File: src/rtl/hq_sel_pkg.sv
// Shared definitions for the Hq best-matrix selector.
// Latency: n/a (types and constants only).
// Backpressure: n/a.
package hq_sel_pkg;

    localparam int SAMPLE_W = 16;
    localparam int MW       = 2 * SAMPLE_W + 4;
    localparam int ADDR_W   = 3;

    typedef enum logic [1:0] {
        IDLE    = 2'd0,
        COLLECT = 2'd1,
        COMMIT  = 2'd2,
        DONE    = 2'd3
    } sel_state_t;

endpackage

File: src/rtl/hq_best_selector_c_pow.sv
// Power of one complex sample: |a|^2 = r*r + i*i, full precision.
// Latency: combinational.
// Backpressure: none.
//
// Ports: a_r/a_i signed sample in, pow unsigned 2N+1-bit power out.
module c_pow #(
    parameter int N = 16
) (
    input  logic signed [N-1:0] a_r,
    input  logic signed [N-1:0] a_i,
    output logic [2*N:0]        pow
);

    logic signed [2*N-1:0] rr;
    logic signed [2*N-1:0] ii;

    // Squares are never negative, so the products can be zero-extended.
    assign rr  = (2*N)'(a_r) * (2*N)'(a_r);
    assign ii  = (2*N)'(a_i) * (2*N)'(a_i);
    assign pow = {1'b0, rr} + {1'b0, ii};

endmodule

File: src/rtl/hq_best_selector.sv
// Collects NUM_Q Hq matrices, keeps the one with the largest Frobenius power.
// Latency: element accumulate 1 cycle; best_* update 2 cycles after a matrix ends.
// Backpressure: none, elements are always accepted while a run is active.
//
// Ports: start arms a run; hq_valid/hq_r/hq_i/hq_one_matrix_done/hq_all_done
// carry the producer stream; busy/sel_valid/best_q/best_metric/proto_err report
// the result; rd_en/rd_addr -> rd_valid/rd_r/rd_i read the winning matrix.
module hq_best_selector
    import hq_sel_pkg::*;
#(
    parameter int Q     = 8,
    parameter int N     = 16,
    parameter int NUM_Q = 16,
    parameter int ELEMS = 8
) (
    input  logic                clk,
    input  logic                rst,
    input  logic                start,
    input  logic                hq_valid,
    input  logic signed [N-1:0] hq_r,
    input  logic signed [N-1:0] hq_i,
    input  logic                hq_one_matrix_done,
    input  logic                hq_all_done,
    output logic                busy,
    output logic                sel_valid,
    output logic [3:0]          best_q,
    output logic [2*N+3:0]      best_metric,
    output logic                proto_err,
    input  logic                rd_en,
    input  logic [ADDR_W-1:0]   rd_addr,
    output logic                rd_valid,
    output logic signed [N-1:0] rd_r,
    output logic signed [N-1:0] rd_i
);

    localparam int MWL = 2 * N + 4;
    localparam int PW  = 2 * N + 1;
    localparam int ECW = $clog2(ELEMS + 1);
    localparam int QW  = $clog2(NUM_Q + 1);

    sel_state_t state, state_nxt;

    logic [MWL-1:0] acc;
    logic [MWL-1:0] cand;
    logic [MWL-1:0] acc_sum;
    logic [3:0]     cand_q;
    logic [ECW-1:0] elem_cnt;
    logic [QW-1:0]  q_cnt;
    logic           first_pend;
    logic [PW-1:0]  pow;

    logic signed [N-1:0] work_r [ELEMS];
    logic signed [N-1:0] work_i [ELEMS];
    logic signed [N-1:0] best_r [ELEMS];
    logic signed [N-1:0] best_i [ELEMS];

    logic in_run, start_ok, elem_take, elem_done, elem_full, elem_acc, elem_drop;
    logic cand_better, finish;

    c_pow #(.N(N)) u_pow (
        .a_r (hq_r),
        .a_i (hq_i),
        .pow (pow)
    );

    assign in_run      = (state == COLLECT) || (state == COMMIT);
    assign start_ok    = ((state == IDLE) || (state == DONE)) && start;
    assign elem_take   = in_run && hq_valid;
    assign elem_done   = elem_take && hq_one_matrix_done;
    assign elem_full   = (elem_cnt == ECW'(ELEMS));
    // A done-flagged element always closes the matrix, even past the 8th slot.
    assign elem_acc    = elem_take && (!elem_full || hq_one_matrix_done);
    assign elem_drop   = elem_take && elem_full && !hq_one_matrix_done;
    assign acc_sum     = acc + MWL'(pow);
    assign cand_better = first_pend || (cand > best_metric);
    // all_done is only honoured in COLLECT, and a closing element takes priority
    // so the final matrix still gets its COMMIT cycle.
    assign finish      = (state == COLLECT) && !elem_done && hq_all_done;
    assign busy        = in_run;

    always_ff @(posedge clk or posedge rst) begin
        if (rst) state <= IDLE;
        else     state <= state_nxt;
    end

    always_comb begin
        state_nxt = state;
        case (state)
            IDLE, DONE: if (start) state_nxt = COLLECT;
            COLLECT: begin
                if (elem_done)        state_nxt = COMMIT;
                else if (hq_all_done) state_nxt = DONE;
            end
            COMMIT:  if (!elem_done) state_nxt = COLLECT;
            default: state_nxt = IDLE;
        endcase
    end

    always_ff @(posedge clk or posedge rst) begin
        if (rst) begin
            acc         <= '0;
            cand        <= '0;
            cand_q      <= '0;
            elem_cnt    <= '0;
            q_cnt       <= '0;
            first_pend  <= 1'b0;
            best_q      <= '0;
            best_metric <= '0;
            proto_err   <= 1'b0;
            sel_valid   <= 1'b0;
            rd_valid    <= 1'b0;
            rd_r        <= '0;
            rd_i        <= '0;
            for (int k = 0; k < ELEMS; k++) begin
                work_r[k] <= '0;
                work_i[k] <= '0;
                best_r[k] <= '0;
                best_i[k] <= '0;
            end
        end else begin
            sel_valid <= 1'b0;

            if (start_ok) begin
                acc        <= '0;
                elem_cnt   <= '0;
                q_cnt      <= '0;
                first_pend <= 1'b1;
                proto_err  <= 1'b0;
            end

            if (elem_acc) begin
                if (!elem_full) begin
                    work_r[elem_cnt[ADDR_W-1:0]] <= hq_r;
                    work_i[elem_cnt[ADDR_W-1:0]] <= hq_i;
                end
                if (hq_one_matrix_done) begin
                    cand     <= acc_sum;
                    cand_q   <= 4'(q_cnt);
                    acc      <= '0;
                    elem_cnt <= '0;
                    q_cnt    <= q_cnt + 1'b1;
                    if (elem_cnt != ECW'(ELEMS - 1)) proto_err <= 1'b1;
                end else begin
                    acc      <= acc_sum;
                    elem_cnt <= elem_cnt + 1'b1;
                end
            end

            if (elem_drop) proto_err <= 1'b1;

            // Strict compare keeps the lower q on ties. The copy reads work_buf
            // before this edge's write, so an element landing in the COMMIT
            // cycle does not leak into the committed matrix.
            if (state == COMMIT) begin
                first_pend <= 1'b0;
                if (cand_better) begin
                    best_metric <= cand;
                    best_q      <= cand_q;
                    for (int k = 0; k < ELEMS; k++) begin
                        best_r[k] <= work_r[k];
                        best_i[k] <= work_i[k];
                    end
                end
            end

            if (finish) begin
                sel_valid <= 1'b1;
                if (q_cnt != QW'(NUM_Q)) proto_err <= 1'b1;
                if (q_cnt == '0) begin
                    best_q      <= '0;
                    best_metric <= '0;
                end
            end

            rd_valid <= rd_en;
            if (rd_en) begin
                rd_r <= best_r[rd_addr];
                rd_i <= best_i[rd_addr];
            end
        end
    end

    // Fraction bits must leave at least the sign bit in the sample word.
    always @(posedge clk) begin
        assert (Q < N);
    end

endmodule

File: config.mk
export PLATFORM = sky130hd
export DESIGN_NAME = hq_best_selector
export DESIGN_NICKNAME = d
export VERILOG_FILES = /design/src/rtl/hq_sel_pkg.sv /design/src/rtl/hq_best_selector_c_pow.sv /design/src/rtl/hq_best_selector.sv
export SDC_FILE = /design/constraint.sdc
export NUM_CORES = 2
export LEC_CHECK = 0
export ABC_CLOCK_PERIOD_IN_PS = 29200
export CORE_MARGIN = 2
export CORE_UTILIZATION = 64
export CTS_BUF_LIST = sky130_fd_sc_hd__clkbuf_16
export CTS_CLUSTER_DIAMETER = 100
export DETAILED_ROUTE_END_ITERATION = 12
export MAX_ROUTING_LAYER = met4
export PLACE_DENSITY = 0.84
export SYNTH_ARGS = -nofsm -noshare
export SYNTH_HDL_FRONTEND = slang
export SYNTH_HIERARCHICAL = 1
export SYNTH_SLANG_ARGS = --single-unit
File: constraint.sdc
create_clock -name clk -period 29.2 [get_ports clk]
set_input_delay 7.3 -clock clk [delete_from_list [all_inputs] [get_ports clk]]
set_output_delay 7.3 -clock clk [all_outputs]
set_load 0.01 [all_outputs]
* After elaboration in Yosys (flattened, before gate mapping)
Index checks and enable logic that the tools add are counted.
Cells by class: add/sub/neg operators 4, shift operators 0, bitwise gates (word level) 3, divide/modulo/power cells 0, $lt $le $gt $ge 4, reduce and logical (&&, ||, !) cells 25, eq/ne operators 9, muxes and demuxes 42, multiply operators 2
Operators by type and width (number):
- $bwmux W128 | 2
- $mux W36 | 7
- $bmux W16 S3 | 2
- $mux W16 | 5
- $mul A16 B16 Y32 | 2
- $demux W16 S3 | 1
- $add A36 B33 Y36 | 1
- $gt A36 B36 Y1 | 1
- $add A32 B32 Y33 | 1
- $mux W4 | 7
- $mux W5 | 3
- $mux W1 | 10
- $logic_and A1 B1 Y1 | 9
- $ge A4 B4 Y1 const B | 2
- $mux W2 | 4
- $not A3 Y4 | 2
- $pmux W2 S3 | 1
- $reduce_and A2 Y1 | 3
- $add A5 B1 Y5 const B | 1
- $logic_not A5 Y1 | 1
- $ne A5 B5 Y1 const B | 1
- $add A4 B1 Y4 const B | 1
- $eq A2 B2 Y1 const B | 2
- $eq A4 B4 Y1 const B | 1
- other kinds (12) | 19
Word-level totals: output and inout port bits 76, register bits 675, word-level logic and storage cells 135, RAM bits 0, ROM bits 0, memories 0, input bits 42, latch bits 0

* Longest topological paths before layout
depth after elaboration 10, mapped depth 46

* Hierarchy
Netlist, hierarchy kept.
Modules (own cells, without submodules):
- hq_best_selector | instances 1, cells each 2175, sequential area each 16891.2 sq um, area an instance 30620.6 sq um
- c_pow | instances 1, cells each 2199, sequential area each 0.0 sq um, area an instance 19503.7 sq um

* Least setup slack after synthesis
Ideal clock, no wire load.
path kind input-to-reg, start input hq_i[1], end register cand[34], buffers on the path 3, setup slack 12939 ps, arrival time 16128 ps, stages on the path 43, cells stage by stage clkbuf_1 -> clkbuf_1 -> nand2_1 -> fa_1 -> inv_1 -> ha_1 -> a21oi_1 -> fa_1 -> fa_1 -> inv_1 -> fa_1 -> inv_1 -> fa_1 -> inv_1 -> ha_1 -> and3_1 -> and3_4 -> a211oi_4 -> [7 not listed] -> a21o_1 -> a21o_1 -> a21oi_1 -> o31a_1 -> nor2_1 -> a211oi_1 -> nor2b_1 -> xnor2_1 -> ha_1 -> clkbuf_1 -> a21o_1 -> a21o_1 -> a21oi_1 -> nand2_1 -> o31a_1 -> o31ai_1 -> xor2_1 -> o21ai_0
On the way: word-level cells in the longest chain between the ends 3
RTL lines:
- from (decl) | line hq_best_selector.sv:21 | input logic signed [N-1:0] hq_i,
- $mul A16 B16 Y32 | line hq_best_selector_c_pow.sv:19 | assign ii = (2*N)'(a_i) * (2*N)'(a_i);
- $add A32 B32 Y33 | line hq_best_selector_c_pow.sv:20 | assign pow = {1'b0, rr} + {1'b0, ii};
- net pow[27] | line hq_best_selector.sv:50 | logic [PW-1:0] pow;
- $add A36 B33 Y36 | line hq_best_selector.sv:74 | assign acc_sum = acc + MWL'(pow);
- to (signal assigned) | line hq_best_selector.sv:137 | cand <= acc_sum;
- to (decl) | line hq_best_selector.sv:44 | logic [MWL-1:0] cand;
The timed path passes the listed nets, and every way through them passes these cells. A chain may end at the register's enable or synchronous reset.

* Worst setup path after layout
start input hq_i[8], end register cand[33]
The elaborated chain is that of the path after synthesis.

==> flow_metrics.tcl <==
set metrics [dict create \
    outcome "complete, no violations" \
    path_common_cell "a21o_1" \
    cp.required_ns 29.67 \
    max_cap_viol_count 0 \
    rsz0062_at_grt "false" \
    area_delta_synth_final_pct 8.67 \
    yosysWarnings 6 \
    dp.final_hpwl_um 77200 \
    final_cell_mix "inv_1 (759), dfrtp_1 (675), fa_1 (478)" \
    dieHeight_um 284 \
    antenna_found_initial 3 \
    maxSlewHeadroom_pct 20.3 \
    syn_area_um2 50100 \
    port_buffers 117 \
    io_pins 118 \
    syn_nets 5175 \
    clk_pin_slew_ns 0.05 \
    layout-drive-gt1-share_pct 16.9 \
    final_common_cell "inv_1" \
    grt_util_all_layers_pct 30.1 \
    cts_sinks 675 \
    cts_hold_buf 0 \
    numCtsBuffers 74 \
    slew_viol_final 0 \
    ys_ff_latch 675 \
    grt_pass1_vias 35300 \
    cts_resized 0 \
    grt_max_degree 134 \
    dr.pass1.iters 5 \
    setup_violations 0 \
    critPathLaunchType "input pin" \
    hp-class "flip-flop to flip-flop" \
    use_met2_pct 50.3 \
    cts_root_buf "clkbuf_16" \
    drc 0 \
    cts_max_level 3 \
    vias_per_cell 5.84 \
    multi_input_area_um2 29700 \
    setup-tns-final_ns 0 \
    async_flop_share_pct 100 \
    clockBufferDepth 3 \
    start_util_pct 64.7 \
    overflow 0 \
    fin_crit_ns 17.45 \
    cts_setup_buffers 0 \
    grt_pass1_wl_um 187000 \
    skew_ns 0.0267 \
    top_usage_layer "met2" \
    synth_edf_count 0 \
    yosysUniqueCellTypes 84 \
    syn_inst 4374 \
    syn_avg_cell_area_um2 11.5 \
    dieArea_um2 80600 \
    period_share_pct 59.7 \
    drtIter0Drc 2179 \
    ant_nets 0 \
    grtUsageMet3_pct 4.82 \
    end_kind "flip-flop" \
    seq_area_um2 16900 \
    clk_latency_ns 0.62 \
    fp.coreArea_um2 77500 \
    vias 32400 \
    fin_nets 5256 \
    cp_max_fo 23 \
    fmax_mhz 57.3 \
    max_stage_delay_ns 1.16 \
    cpMaxStageDelayCell "clkdlybuf4s50_1" \
    routed_wl_um 114000 \
    hold_viol_final 0 \
    wl_per_cell_um 20.5 \
    gp_congestion 0.943 \
    ys_seq_area_share_pct 33.7 \
    cts_tree "done" \
    postSynth.topFlopCell "dfrtp_1" \
    use_met1_pct 37.7 \
    rows 102 \
    worstPathArrival_ns 17.91 \
    dieWidth_um 284 \
    nFillCells 5205 \
    worstMarginPinSlew_ns 1.19 \
    crit_type "input pin to flip-flop" \
]
==> per-stage QoR <==
step	hold WS, ns	cells	util, %	setup WS, ns	area, um2
floorplan	0.445	4374	-	2.98	50100
global placement	0.462	5419	67.4	11.49	52200
detailed placement	0.468	5419	67.4	11.32	52200
CTS	0.482	5549	70.3	11.82	54500
global route	0.499	5551	70.3	11.07	54500
finish	0.484	5551	70.3	11.75	54500
==> layout make-up <==
type	count	area share, %
multi-input cells	2789	54.4
flip-flops and latches	675	31.0
inverters	742	5.13
clock buffers	75	3.45
repair buffers	173	2.89
well taps	1040	2.39
clock inverters	55	0.680
diodes	2	0.00919
==> critical path: cells and delay by family <==
family | cells | cell delay, ns
AND/OR/NAND/NOR | 6 | 1.27
buffers and inverters | 6 | 1.54
adder cells (fa/ha/maj) | 9 | 3.95
AO/OA/AOI/OAI | 18 | 3.35
XOR/XNOR | 3 | 0.47
==> flip-flops by register name (all words and copies together) (netlist names), 2 cells and up <==
signal / flops
work_r: 128
q_cnt: 5
best_q: 4
work_i: 128
best_i: 128
cand: 36
rd_r: 16
acc: 36
best_metric: 36
elem_cnt: 4
state: 2
best_r: 128
cand_q: 4
rd_i: 16
==> path summary, 6_finish.rpt <==
| check | startpoint | to | slack (ns) | depth (start not counted) |
|---|---|---|---|---|
| max | hq_i[8] | cand[33] | 11.75 | 42 |
| min | cand_q[2] | cand_q[2] | 0.48 | 2 |
| max reg2reg | best_metric[18] | best_r[52] | 24.00 | 11 |
| min reg2reg | cand_q[2] | cand_q[2] | 0.48 | 2 |
| max in group asynchronous | rst | best_i[79] | 18.88 | 5 |
| min in group asynchronous | rst | rd_r[9] | 7.28 | 2 |
==> cell usage after synthesis (all sizes together), types with 6 or more instances <==
master | count | area [um2]
a2111oi | 6 | 52.6
a211o | 8 | 70.1
a211oi | 15 | 135
a21boi | 6 | 48.8
a21o | 68 | 510
a21oi | 139 | 703
a31oi | 14 | 87.6
and2 | 89 | 557
and3 | 20 | 135
buf | 52 | 389
clkbuf | 116 | 435
dfrtp | 675 | 16900
fa | 478 | 9570
ha | 281 | 3520
inv | 742 | 2790
mux2 | 515 | 6550
mux2i | 75 | 751
mux4 | 64 | 1440
nand2 | 292 | 1100
nand2b | 20 | 125
nand3 | 31 | 155
nand4 | 25 | 156
nor2 | 186 | 698
nor2b | 22 | 145
nor3 | 22 | 110
nor4 | 6 | 37.5
o211ai | 8 | 70.1
o21a | 27 | 203
o21ai | 137 | 697
o21bai | 16 | 120
o31a | 6 | 52.6
o31ai | 11 | 82.6
or2 | 8 | 50.1
or3 | 10 | 62.6
or4 | 6 | 45.0
xnor2 | 85 | 744
xor2 | 45 | 394
==> metal layers <==
metal,up-vias,routed length [um]
li1,14500,-
met1,16800,46100
met2,944,58300
met3,261,6080
met4,0,3390
met5,-,0
==> cell families (layout without fill, tap and decap cells) <==
group | after synthesis | in the layout | share of synthesized area (%)
AO/OA/AOI/OAI | 496 | 496 | 6.33
XOR/XNOR | 130 | 130 | 2.27
adder cells (fa/ha/maj) | 759 | 759 | 26.1
buffers and inverters | 910 | 1045 | 7.20
flip-flops | 675 | 675 | 33.7
multiplexers | 654 | 654 | 17.4
other | 0 | 2 | 0
AND/OR/NAND/NOR | 750 | 750 | 6.95
Power is not shown: default switching activity piles up to over one toggle a cycle in this logic, so the estimate is an artifact.
